`src/rtl/mtx_mem_pkg.sv`:
```
// Shared types and constants for the MTX memory bridge.
package mtx_mem_pkg;

    localparam int MTX_ADDR_W = 23;

    typedef enum logic [2:0] {
        IDLE,
        ISSUE,
        ACK,
        DONE,
        HOLD
    } bridge_state_t;

    typedef enum logic {
        ACC_RD,
        ACC_WR
    } access_t;

endpackage

```
`src/rtl/strobe_edge_sync.sv`:
```
// Turns the core's level strobes into a registered one-cycle request edge
// plus the access type captured at that edge (write wins over read).
module strobe_edge_sync
    import mtx_mem_pkg::*;
(
    input  logic    clk_i,
    input  logic    rst_i,
    input  logic    n_ce_i,
    input  logic    n_oe_i,
    input  logic    n_we_i,
    output logic    req_o,
    output logic    edge_o,
    output access_t acc_o
);

    logic    req_q;
    logic    edge_q;
    access_t acc_q;
    logic    rise;

    assign req_o  = ~n_ce_i & (~n_oe_i | ~n_we_i);
    assign rise   = req_o & ~req_q;
    assign edge_o = edge_q;
    assign acc_o  = acc_q;

    // Remember last request level; emit a registered pulse and latch type on its rising edge
    always_ff @(posedge clk_i or posedge rst_i) begin
        if (rst_i) begin
            req_q  <= 1'b0;
            edge_q <= 1'b0;
            acc_q  <= ACC_RD;
        end else begin
            req_q  <= req_o;
            edge_q <= rise;
            if (rise) begin
                acc_q <= (~n_we_i) ? ACC_WR : ACC_RD;
            end
        end
    end

endmodule

```
`src/rtl/sram_sdram_bridge.sv`:
```
// SRAM-style core port to SDRAM controller bridge with a one-deep download
// write buffer. Optional one-entry read cache enabled by BRIDGE_RDCACHE_EN.
module sram_sdram_bridge
    import mtx_mem_pkg::*;
#(
    parameter int ADDR_W      = MTX_ADDR_W,
    parameter int ACK_TIMEOUT = 4
) (
    input  logic              clk_sys,
    input  logic              reset,
    input  logic              n_ce,
    input  logic              n_oe,
    input  logic              n_we,
    input  logic [ADDR_W-1:0] core_addr,
    input  logic [7:0]        core_din,
    output logic [7:0]        core_dout,
    output logic              core_rdy,
    input  logic              dl_active,
    input  logic              dl_wr,
    input  logic [ADDR_W-1:0] dl_addr,
    input  logic [7:0]        dl_data,
    output logic              dl_overflow,
    output logic [ADDR_W-1:0] ram_addr,
    output logic [7:0]        ram_din,
    output logic              ram_we,
    output logic              ram_rd,
    input  logic [7:0]        ram_dout,
    input  logic              ram_ready
);

    localparam int               CNT_W    = (ACK_TIMEOUT > 1) ? $clog2(ACK_TIMEOUT) : 1;
    localparam logic [CNT_W-1:0] CNT_LAST = CNT_W'(ACK_TIMEOUT - 1);

    bridge_state_t     state_q, state_d;
    logic [CNT_W-1:0]  cnt_q, cnt_d;
    logic              seen_q, seen_d;

    logic              req;
    logic              edge_raw;
    access_t           edge_acc;
    logic              core_edge;
    logic              core_pend;
    access_t           core_acc;
    logic              pend_q;
    access_t           pend_acc_q;

    logic              hold_full_q;
    logic [ADDR_W-1:0] hold_addr_q;
    logic [7:0]        hold_data_q;
    logic              overflow_q;

    logic              cur_dl_q;
    access_t           cur_acc_q;
    logic [ADDR_W-1:0] ram_addr_q;
    logic [7:0]        ram_din_q;
    logic              ram_we_q;
    logic              ram_rd_q;
    logic [7:0]        core_dout_q;

    logic              start_dl;
    logic              start_core;
    logic              clear_hold;
    logic              hit;
    logic              cache_hit;
    logic [7:0]        rd_data;

    strobe_edge_sync u_edge (
        .clk_i  (clk_sys),
        .rst_i  (reset),
        .n_ce_i (n_ce),
        .n_oe_i (n_oe),
        .n_we_i (n_we),
        .req_o  (req),
        .edge_o (edge_raw),
        .acc_o  (edge_acc)
    );

    assign core_edge = edge_raw & ~dl_active;
    assign core_pend = pend_q | core_edge;
    assign core_acc  = pend_q ? pend_acc_q : edge_acc;

`ifdef BRIDGE_RDCACHE_EN
    logic              cache_valid_q;
    logic [ADDR_W-1:0] cache_addr_q;
    logic [7:0]        cache_data_q;
    logic              cur_hit_q;
    logic              wr_start;
    logic [ADDR_W-1:0] wr_addr;
    logic [7:0]        wr_data;

    assign cache_hit = cache_valid_q && (cache_addr_q == core_addr);
    assign rd_data   = cur_hit_q ? cache_data_q : ram_dout;
    assign wr_start  = start_dl | (start_core & (core_acc == ACC_WR));
    assign wr_addr   = start_dl ? hold_addr_q : core_addr;
    assign wr_data   = start_dl ? hold_data_q : core_din;

    // Cache entry: filled by completed SDRAM reads, patched by writes, dropped during download
    always_ff @(posedge clk_sys or posedge reset) begin
        if (reset) begin
            cache_valid_q <= 1'b0;
            cache_addr_q  <= '0;
            cache_data_q  <= 8'h00;
            cur_hit_q     <= 1'b0;
        end else begin
            if (start_dl || start_core || hit) begin
                cur_hit_q <= hit;
            end
            if (dl_active) begin
                cache_valid_q <= 1'b0;
            end else if (state_q == DONE && !cur_dl_q && cur_acc_q == ACC_RD && !cur_hit_q) begin
                cache_valid_q <= 1'b1;
                cache_addr_q  <= ram_addr_q;
                cache_data_q  <= ram_dout;
            end else if (wr_start && cache_valid_q && cache_addr_q == wr_addr) begin
                cache_data_q <= wr_data;
            end
        end
    end
`else
    assign cache_hit = 1'b0;
    assign rd_data   = ram_dout;
`endif

    // Access sequencer: download buffer first, then core; waits for the controller handshake
    always_comb begin
        state_d    = state_q;
        cnt_d      = cnt_q;
        seen_d     = seen_q;
        start_dl   = 1'b0;
        start_core = 1'b0;
        clear_hold = 1'b0;
        hit        = 1'b0;
        case (state_q)
            IDLE: begin
                cnt_d  = '0;
                seen_d = 1'b0;
                if (hold_full_q && ram_ready) begin
                    state_d  = ISSUE;
                    start_dl = 1'b1;
                end else if (core_pend && !dl_active) begin
                    if (core_acc == ACC_RD && cache_hit) begin
                        state_d = DONE;
                        hit     = 1'b1;
                    end else if (ram_ready) begin
                        state_d    = ISSUE;
                        start_core = 1'b1;
                    end
                end
            end
            ISSUE: begin
                clear_hold = cur_dl_q;
                if (!ram_ready) begin
                    seen_d = 1'b1;
                end
                state_d = ACK;
            end
            ACK: begin
                if (seen_q && ram_ready) begin
                    state_d = DONE;
                end else if (!ram_ready) begin
                    seen_d = 1'b1;
                end else if (!seen_q) begin
                    if (cnt_q == CNT_LAST) begin
                        state_d = DONE;
                    end else begin
                        cnt_d = cnt_q + CNT_W'(1);
                    end
                end
            end
            DONE: begin
                state_d = cur_dl_q ? IDLE : HOLD;
            end
            HOLD: begin
                if (!req) begin
                    state_d = IDLE;
                end
            end
            default: state_d = IDLE;
        endcase
    end

    // Sequencer state, handshake counter and pending core edge
    always_ff @(posedge clk_sys or posedge reset) begin
        if (reset) begin
            state_q    <= IDLE;
            cnt_q      <= '0;
            seen_q     <= 1'b0;
            pend_q     <= 1'b0;
            pend_acc_q <= ACC_RD;
        end else begin
            state_q <= state_d;
            cnt_q   <= cnt_d;
            seen_q  <= seen_d;
            if (start_core || hit) begin
                pend_q <= 1'b0;
            end else if (core_edge) begin
                pend_q <= 1'b1;
            end
            if (core_edge) begin
                pend_acc_q <= edge_acc;
            end
        end
    end

    // Download holding register; a refill in the drain cycle is not an overflow
    always_ff @(posedge clk_sys or posedge reset) begin
        if (reset) begin
            hold_full_q <= 1'b0;
            hold_addr_q <= '0;
            hold_data_q <= 8'h00;
            overflow_q  <= 1'b0;
        end else begin
            if (dl_wr) begin
                if (hold_full_q && !clear_hold) begin
                    overflow_q <= 1'b1;
                end else begin
                    hold_full_q <= 1'b1;
                    hold_addr_q <= dl_addr;
                    hold_data_q <= dl_data;
                end
            end else if (clear_hold) begin
                hold_full_q <= 1'b0;
            end
        end
    end

    // SDRAM command outputs latched when an access starts; pulses live only in ISSUE
    always_ff @(posedge clk_sys or posedge reset) begin
        if (reset) begin
            ram_we_q    <= 1'b0;
            ram_rd_q    <= 1'b0;
            ram_addr_q  <= '0;
            ram_din_q   <= 8'h00;
            cur_dl_q    <= 1'b0;
            cur_acc_q   <= ACC_RD;
            core_dout_q <= 8'h00;
        end else begin
            ram_we_q <= start_dl | (start_core & (core_acc == ACC_WR));
            ram_rd_q <= start_core & (core_acc == ACC_RD);
            if (start_dl) begin
                ram_addr_q <= hold_addr_q;
                ram_din_q  <= hold_data_q;
                cur_dl_q   <= 1'b1;
                cur_acc_q  <= ACC_WR;
            end else if (start_core) begin
                ram_addr_q <= core_addr;
                ram_din_q  <= core_din;
                cur_dl_q   <= 1'b0;
                cur_acc_q  <= core_acc;
            end else if (hit) begin
                cur_dl_q  <= 1'b0;
                cur_acc_q <= ACC_RD;
            end
            if (state_q == DONE && !cur_dl_q && cur_acc_q == ACC_RD) begin
                core_dout_q <= rd_data;
            end
        end
    end

    assign ram_we      = ram_we_q;
    assign ram_rd      = ram_rd_q;
    assign ram_addr    = ram_addr_q;
    assign ram_din     = ram_din_q;
    assign core_dout   = core_dout_q;
    assign core_rdy    = (state_q == HOLD) & ~dl_active;
    assign dl_overflow = overflow_q;

endmodule

```
`config.mk`:
```
export PLATFORM = sky130hd
export DESIGN_NAME = sram_sdram_bridge
export DESIGN_NICKNAME = d
export VERILOG_FILES = /design/src/rtl/mtx_mem_pkg.sv /design/src/rtl/strobe_edge_sync.sv /design/src/rtl/sram_sdram_bridge.sv
export SDC_FILE = /design/constraint.sdc
export NUM_CORES = 1
export LEC_CHECK = 0
export CAP_MARGIN = 20
export CORE_AREA = 2 2 114 116
export DETAILED_ROUTE_END_ITERATION = 16
export DIE_AREA = 0 0 116 118
export HOLD_SLACK_MARGIN = 0.08
export PLACE_DENSITY = 0.56
export SLEW_MARGIN = 15
export SYNTH_ARGS = -nofsm -noshare
export SYNTH_HDL_FRONTEND = slang
export SYNTH_SLANG_ARGS = --single-unit
```
`constraint.sdc`:
```
create_clock -name clk_sys -period 3.9 [get_ports clk_sys]
set_input_delay 0.975 -clock clk_sys [delete_from_list [all_inputs] [get_ports clk_sys]]
set_output_delay 0.975 -clock clk_sys [all_outputs]
set_load 0.005 [all_outputs]
```
==> results.cfg, run 1 <==
[placed_design]
dpl.hpwl_um = 5590
placed_area_um2 = 5040
io_buffers = 120
gp_congestion = 0.731

[yosys]
synth_cell_types = 33
avgSynthCellArea_um2 = 12.8
syn_area_um2 = 3670
yosys.area_share.simple = 0.0720
synth-compound-area-share = 0.0781
synth_top_family_by_area = multiplexers
synth_adder_area_share = 0.00341
postSynthCellCount = 287
synthMuxAreaShare = 0.213
synth_xor_area_frac = 0.00239
ys_seq_elements = 87
yosys_warnings = 0
syn-num-nets = 366
seq_area_frac_synth = 0.593

[global_route]
antenna_found_initial = 0
grt_pass1_wl_um = 13000
overflow = 0
grt_max_degree = 49
grt_pass1_vias = 2673
grtUsageTotal = 0.121

[drt]
drtAntennaViolNets = 0
wl_per_cell_um = 13.7
viasPerCell = 4.37
drt_iter0_drc = 103
vias = 2545
drc = 0
drt-total-wl_um = 7960
dr.pass1.iters = 4

[clocking]
cts-resized-gates = 0
cts_sinks = 87
clk_pin_slew_ns = 0.06
clk_latency_ns = 0.33
cts_hold_buf = 0
numCtsBuffers = 9
root_buffer = clkbuf_16
postCtsSetupRepairBufs = 0
cts_tree = done
clock_path_buffers = 2
h-tree-depth = 3

[floorplan]
fp-row-count = 41
pin_count = 121
die_w_um = 116
coreArea_um2 = 12400
die_h_um = 118
start_util = 0.296
die_area_um2 = 13700

[sta]
worst_slew_pin_slew_ns = 0.772
whs_ns = 0.427
min_period_ns = 2.98
max_clock_freq_ghz = 0.336
maxSlewHeadroom = 0.485
clock_skew_ns = 0.00814
finalHoldViolCount = 0
setup_viol = 0
drv_slew = 0
fin_crit_sh = 0.763
fin_tns_setup_ns = 0
rsz0062_at_grt = false

[pwr]
p_per_area_nw_per_um2 = 660
seqPwrFrac = 0.427
switching_share = 0.289
p_clk_frac = 0.244
ir_worst_vdd_v = 0.000243
leakagePower_nw = 2.41
switchingPower_mw = 1.02
pwr-share-comb = 0.329
intPower_mw = 2.51

[final_layout]
area_delta_synth_final_pct = 45.7
finish.utilization = 0.431
nNetsFinal = 484
drive_above_1_share = 0.161
diodes = 0
finish.instance_area_um2 = 5350
fill_cells = 1231

[job]
cap_violations = 0

[setup_path]
crit_type = in2out
crit_fanout = 2
critical_path_required_ns = 2.92
start_kind = input port
crit_arrival_ns = 2.00
cp-end-kind = output port

[outcome]
status = complete, no violations

[worst_hold_path]
hp-class = reg2reg
final timing paths:
kind,slack [ns],depth (start not counted),from,endpoint
hold reg to reg,0.43,1,u_edge.req_q,u_edge.edge_o
max in group asynchronous,2.16,3,reset,hold_addr_q[21]
hold / removal,0.43,1,u_edge.req_q,u_edge.edge_o
min in group asynchronous,1.06,2,reset,hold_addr_q[10]
setup reg to reg,1.73,5,state_q[0],ram_addr[10]
setup / recovery,0.92,3,dl_active,core_rdy
sequential cells by signal (all words and copies together), names as in the netlist, 2 cells and up:
| name | cells |
|---|---|
| hold_addr_q | 23 |
| ram_addr | 23 |
| core_dout | 8 |
| hold_data_q | 8 |
| ram_din | 8 |
| state_q | 3 |
| cnt_q | 2 |
metal layers:
metal | vias to the layer above | global-route usage | routed length, um
met5 | - | 0 | 0
met2 | 73 | 0.198 | 3870
met4 | 0 | 0.0357 | 91
li1 | 1233 | - | -
met1 | 1229 | 0.154 | 3530
met3 | 10 | 0.0340 | 472
synthesized netlist by cell type (all sizes together):
master | instances | share of area
a211oi | 1 | 0.0020
a21boi | 1 | 0.0020
a21o | 2 | 0.0041
a21oi | 3 | 0.0041
a32o | 1 | 0.0027
and4b | 1 | 0.0027
buf | 15 | 0.030
clkbuf | 2 | 0.0020
dfrtp | 87 | 0.59
ha | 1 | 0.0034
inv | 6 | 0.0061
mux2 | 40 | 0.12
mux2i | 33 | 0.090
nand2 | 37 | 0.038
nand2b | 2 | 0.0055
nor2 | 7 | 0.0072
nor2b | 2 | 0.0034
nor3 | 1 | 0.0014
nor4 | 2 | 0.012
o2111ai | 1 | 0.0024
o21ai | 35 | 0.049
o21bai | 3 | 0.0072
o311ai | 1 | 0.0024
o32ai | 1 | 0.0024
or3b | 1 | 0.0024
xnor2 | 1 | 0.0024
power groups by stage:
stage               Clock [mW]  Combinational (mW)  Sequential, mW
floorplan                    0               0.688            1.46
global placement             0                1.15            1.51
detailed placement           0                1.19            1.52
CTS                      0.892                1.19            1.51
global route             0.936                1.29            1.56
finish                   0.863                1.16            1.51
metrics by stage:
| step | cells | setup WS, ns | total power [mW] |
|---|---|---|---|
| after floorplan | 287 | 0.675 | 2.15 |
| after global placement | 566 | 0.915 | 2.66 |
| after detailed placement | 566 | 0.914 | 2.71 |
| after CTS | 582 | 0.913 | 3.59 |
| after global routing | 582 | 0.839 | 3.79 |
| final | 582 | 0.925 | 3.53 |
area by class of cell:
class	count	area [um2]	area share
Timing Repair Buffer	124	1260	0.235
Clock buffer	12	246	0.0461
Sequential cell	87	2180	0.407
Inverter	6	23.8	0.00445
Tap cell	172	215	0.0403
Multi-Input combinational cell	177	1370	0.257
Clock inverter	4	55.1	0.0103
cell families after synthesis:
| kind of cell | after synthesis |
|---|---|
| DFF | 87 |
| and+or+nand+nor | 53 |
| adders and majority gates | 1 |
| muxes | 73 |
| AOI/OAI and AO/OA | 49 |
| buffers and inverters | 23 |
| xor gates and xnor gates | 1 |
placed cells by master, fill, tap and decap left out, drive strengths merged, types with 2 or more instances in the layout:
master         count
o21ai             35
mux2              40
nor2               7
inv                5
clkdlybuf4s50    120
a21o               2
nor4               2
nand2b             2
clkinv             3
nand2             37
mux2i             33
clkbuf            12
buf                4
o21bai             3
a21oi              3
nor2b              2
dfrtp             87
critical path, cell delays in order:
cell and delay [ns]:
clkdlybuf4s50_1 0.42, nor2_1 0.11, clkdlybuf4s50_1 0.50
(Power assumes the default switching activity.)
==> inputs of run 2 (changes only) <==
Clock period 3.9 ns to 3.05 ns, I/O delays scaled along.
==> results.cfg, run 2 (synthesis gave the netlist of run 1 again) <==
[placed_design]
io_buffers = 120
gp_congestion = 0.742
placed_area_um2 = 5060
dpl.hpwl_um = 5430

[sta]
min_period_ns = 2.55
setup_viol = 0
fin_tns_setup_ns = 0
fin_crit_sh = 0.837
drv_slew = 0
rsz0062_at_grt = false
max_clock_freq_ghz = 0.392
finalHoldViolCount = 0
whs_ns = 0.428
clock_skew_ns = 0.00864
maxSlewHeadroom = 0.478
worst_slew_pin_slew_ns = 0.783

[global_route]
grt_max_degree = 88
grtUsageTotal = 0.126
antenna_found_initial = 0
grt_pass1_wl_um = 13300
grt_pass1_vias = 2694
overflow = 0

[setup_path]
crit_top_cell = clkdlybuf4s50_1
crit_chain = clkdlybuf4s50_1, nor2_1, clkdlybuf4s50_1
cpLargestDelayFamily = buffers and inverters
start_kind = input port
crit_type = in2out
crit_arrival_ns = 1.79
cp-end-kind = output port
crit_fanout = 2
critPathMaxStageDelay_ns = 0.50
rrSetupSlack_ns = 0.94
critical_path_required_ns = 2.29
worst-path-buf-inv = 2
cp_slowest_cell = clkdlybuf4s50_1

[final_layout]
drive_above_1_share = 0.166
finish.utilization = 0.432
mostFrequentLayoutCell = clkdlybuf4s50_1
layout_common_cells = clkdlybuf4s50_1 (120), dfrtp_1 (87), mux2_2 (39), nand2_1 (37), mux2i_1 (33)
area_delta_synth_final_pct = 46.4
nNetsFinal = 484
finish.instance_area_um2 = 5370
diodes = 0

[pwr]
pwr-share-comb = 0.326
switching_share = 0.287
power_mw = 4.58
p_clk_frac = 0.255
switchingPower_mw = 1.31
p_per_area_nw_per_um2 = 852
intPower_mw = 3.26
seqPwrFrac = 0.420
ir_worst_vdd_v = 0.000438
leakagePower_nw = 2.43

[clocking]
clk_latency_ns = 0.34
cts_sinks = 87
clock_path_buffers = 2
cts_tree = done
root_buffer = clkbuf_16
h-tree-depth = 3
numCtsBuffers = 9
cts-resized-gates = 0
clk_pin_slew_ns = 0.07
cts_hold_buf = 0
postCtsSetupRepairBufs = 0

[floorplan]
die_w_um = 116
die_h_um = 118
start_util = 0.296
fp-row-count = 41
pin_count = 121
die_area_um2 = 13700
coreArea_um2 = 12400

[drt]
drtAntennaViolNets = 0
drt-total-wl_um = 8020
vias = 2583
viasPerCell = 4.44
wl_per_cell_um = 13.8
dr.pass1.iters = 4
drt_iter0_drc = 80
drc = 0

[worst_hold_path]
hp-class = reg2reg

[job]
cap_violations = 0

[outcome]
status = complete, no violations
==> run 2: changes by cell type in the layout (fill, tap and decap cells not counted), sizes merged <==
cell,change
bufinv,+1
clkbuf,-3
clkinv,+2
==> run 2: final timing paths <==
check,startpoint,end,cells past startpoint
setup / recovery,dl_active,core_rdy,3
hold / removal,u_edge.req_q,u_edge.edge_o,1
setup reg to reg,state_q[0],ram_addr[7],5
hold reg to reg,u_edge.req_q,u_edge.edge_o,1
max in group asynchronous,reset,ram_addr[14],3
min in group asynchronous,reset,core_dout[3],3
==> run 2: through the flow <==
| step | instances | worst slack [ns] |
|---|---|---|
| after global routing | 582 | 0.399 |
| after CTS | 582 | 0.490 |
| after floorplan | 287 | 0.0373 |
| after global placement | 566 | 0.497 |
| after detailed placement | 566 | 0.460 |
| final | 582 | 0.497 |
==> run 2: layout make-up <==
| cell class | instances | area [um2] |
|---|---|---|
| clock buffers | 9 | 225 |
| clock inverters | 7 | 87.6 |
| fillers | 1219 | 7050 |
| inverters | 6 | 23.8 |
| multi-input cells | 177 | 1370 |
| flip-flops and latches | 87 | 2180 |
| well taps | 172 | 215 |
| repair buffers | 124 | 1270 |
==> run 2: layer usage <==
metal | share of wire | global-route usage | vias up
met5 | 0 | 0 | -
met4 | 0.011 | 0.0335 | 0
met3 | 0.062 | 0.0551 | 6
met2 | 0.50 | 0.208 | 73
met1 | 0.43 | 0.149 | 1274
li1 | - | - | 1230
==> run 2: power groups by stage <==
stage / clock (mW) / sequential [mW] / combinational (mW)
final: 1.16 / 1.92 / 1.49
after global routing: 1.25 / 1.99 / 1.66
after CTS: 1.21 / 1.93 / 1.53
after detailed placement: 0 / 1.94 / 1.53
after global placement: 0 / 1.94 / 1.48
after floorplan: 0 / 1.87 / 0.879
==> inputs of run 3 (changes only) <==
Settings changed: PLACE_DENSITY 0.56 to 0.58.
Clock period 3.05 ns to 2.21 ns, I/O delays scaled along.
==> results.cfg, run 3 (synthesis gave the netlist of run 1 again) <==
[outcome]
status = complete, no violations

[global_route]
overflow = 0
grtUsageTotal = 0.125
grt_pass1_vias = 2781
antenna_found_initial = 0
grt_max_degree = 88
grt_pass1_wl_um = 13200

[final_layout]
diodes = 0
layout_common_cells = clkdlybuf4s50_1 (120), dfrtp_1 (86), mux2_2 (39), nand2_1 (37), mux2i_1 (33)
fill_cells = 1229
drive_above_1_share = 0.177
finalNonFillerCells = 589
register_area_um2 = 2180
nNetsFinal = 491
mostFrequentLayoutCell = clkdlybuf4s50_1
area_delta_synth_final_pct = 47.2
multiInputGateArea_um2 = 1370

[sta]
min_period_ns = 2.13
setup_viol = 0
clock_skew_ns = 0.00537
drv_slew = 0
finalHoldViolCount = 0
max_clock_freq_ghz = 0.470
worst_slew_pin_slew_ns = 0.579
fin_crit_sh = 0.962
maxSlewHeadroom = 0.611
rsz0062_at_grt = false
fin_tns_setup_ns = 0

[floorplan]
die_h_um = 118
die_area_um2 = 13700
pin_count = 121
coreArea_um2 = 12400
fp-row-count = 41
start_util = 0.296
die_w_um = 116

[setup_path]
crit_fanout = 2
crit_arrival_ns = 1.57
cp-end-kind = output port
start_kind = input port
crit_type = in2out
critical_path_required_ns = 1.66

[drt]
dr.pass1.iters = 5
vias = 2594
drt_iter0_drc = 69
wl_per_cell_um = 13.5
drc = 0
drtAntennaViolNets = 0
viasPerCell = 4.40
drt-total-wl_um = 7960

[placed_design]
place_inst = 572
gp_congestion = 0.700
dpl.hpwl_um = 5550
io_buffers = 120

[pwr]
p_per_area_nw_per_um2 = 1140
ir_worst_vdd_v = 0.000414
leakagePower_nw = 2.44

[job]
cap_violations = 0

[worst_hold_path]
hp-class = reg2reg

[clocking]
root_buffer = clkbuf_16
clk_pin_slew_ns = 0.06
numCtsBuffers = 9
clk_latency_ns = 0.34
cts_hold_buf = 0
h-tree-depth = 3
clock_path_buffers = 2
cts_tree = done
cts_sinks = 87
-- run 3: changes by cell type in the layout (fill, tap and decap cells not counted) --
| cell | previous run | this run |
|---|---|---|
| buf_12 | 3 | 5 |
| buf_4 | 1 | 6 |
| bufinv_16 | 2 | 0 |
| clkbuf_1 | 0 | 3 |
| clkinv_2 | 5 | 3 |
| clkinvlp_4 | 1 | 2 |
| dfrtp_1 | 87 | 86 |
| dfrtp_2 | 0 | 1 |
| nor2_1 | 7 | 6 |
| nor2_2 | 0 | 1 |
-- run 3: worst paths after layout --
check                      slack [ns]            end  depth (start not counted)          from
min in group asynchronous        0.69         ram_we                          3         reset
hold reg to reg                  0.42  u_edge.edge_o                          1  u_edge.req_q
hold / removal                   0.42  u_edge.edge_o                          1  u_edge.req_q
max in group asynchronous        1.15    ram_addr[5]                          3         reset
setup reg to reg                 0.48   ram_addr[10]                          6    state_q[0]
setup / recovery                 0.08       core_rdy                          3     dl_active
-- run 3: area by class of cell --
class | count | area share
clock buffer | 12 | 0.0438
clock inverter | 4 | 0.00417
inverter | 6 | 0.00487
multi-input combinational | 177 | 0.254
sequential | 87 | 0.403
tap | 172 | 0.0399
timing repair buffer | 131 | 0.249
-- run 3: what timing repair did --
action | in CTS | in global routing
gates resized for setup | 1 | 1
buffers inserted | 0 | 1
endpoints found under the setup margin | 1 | 1
-- run 3: worst max-delay path, cell delays in order --
cell             delay (ns)
clkdlybuf4s50_1        0.41
nor2_1                 0.10
clkdlybuf4s50_1        0.50
-- run 3: layer usage --
metal | global-route usage | share of wire | up-vias
met3 | 0.0360 | 0.060 | 13
li1 | - | - | 1245
met2 | 0.204 | 0.47 | 78
met4 | 0.0603 | 0.022 | 0
met5 | 0 | 0 | -
met1 | 0.149 | 0.45 | 1258
-- run 3: metrics by stage --
stage / util / cell area [um2] / total power, mW / hold WS [ns] / worst slack (ns)
floorplan: - / 3670 / 3.79 / 0.401 / 0.650
global placement: 0.413 / 5130 / 4.77 / 0.411 / 0.0754
detailed placement: 0.413 / 5130 / 4.85 / 0.415 / 0.0831
CTS: 0.434 / 5390 / 6.25 / 0.425 / 0.0343
global route: 0.435 / 5400 / 6.62 / 0.448 / 0.0119
finish: 0.435 / 5400 / 6.14 / 0.423 / 0.0833
-- run 3: where the power goes --
group          switching, mW  internal [mW]
sequential             0.359           2.25
clock                  0.597          0.757
combinational          0.835           1.34
total                   1.79           4.35
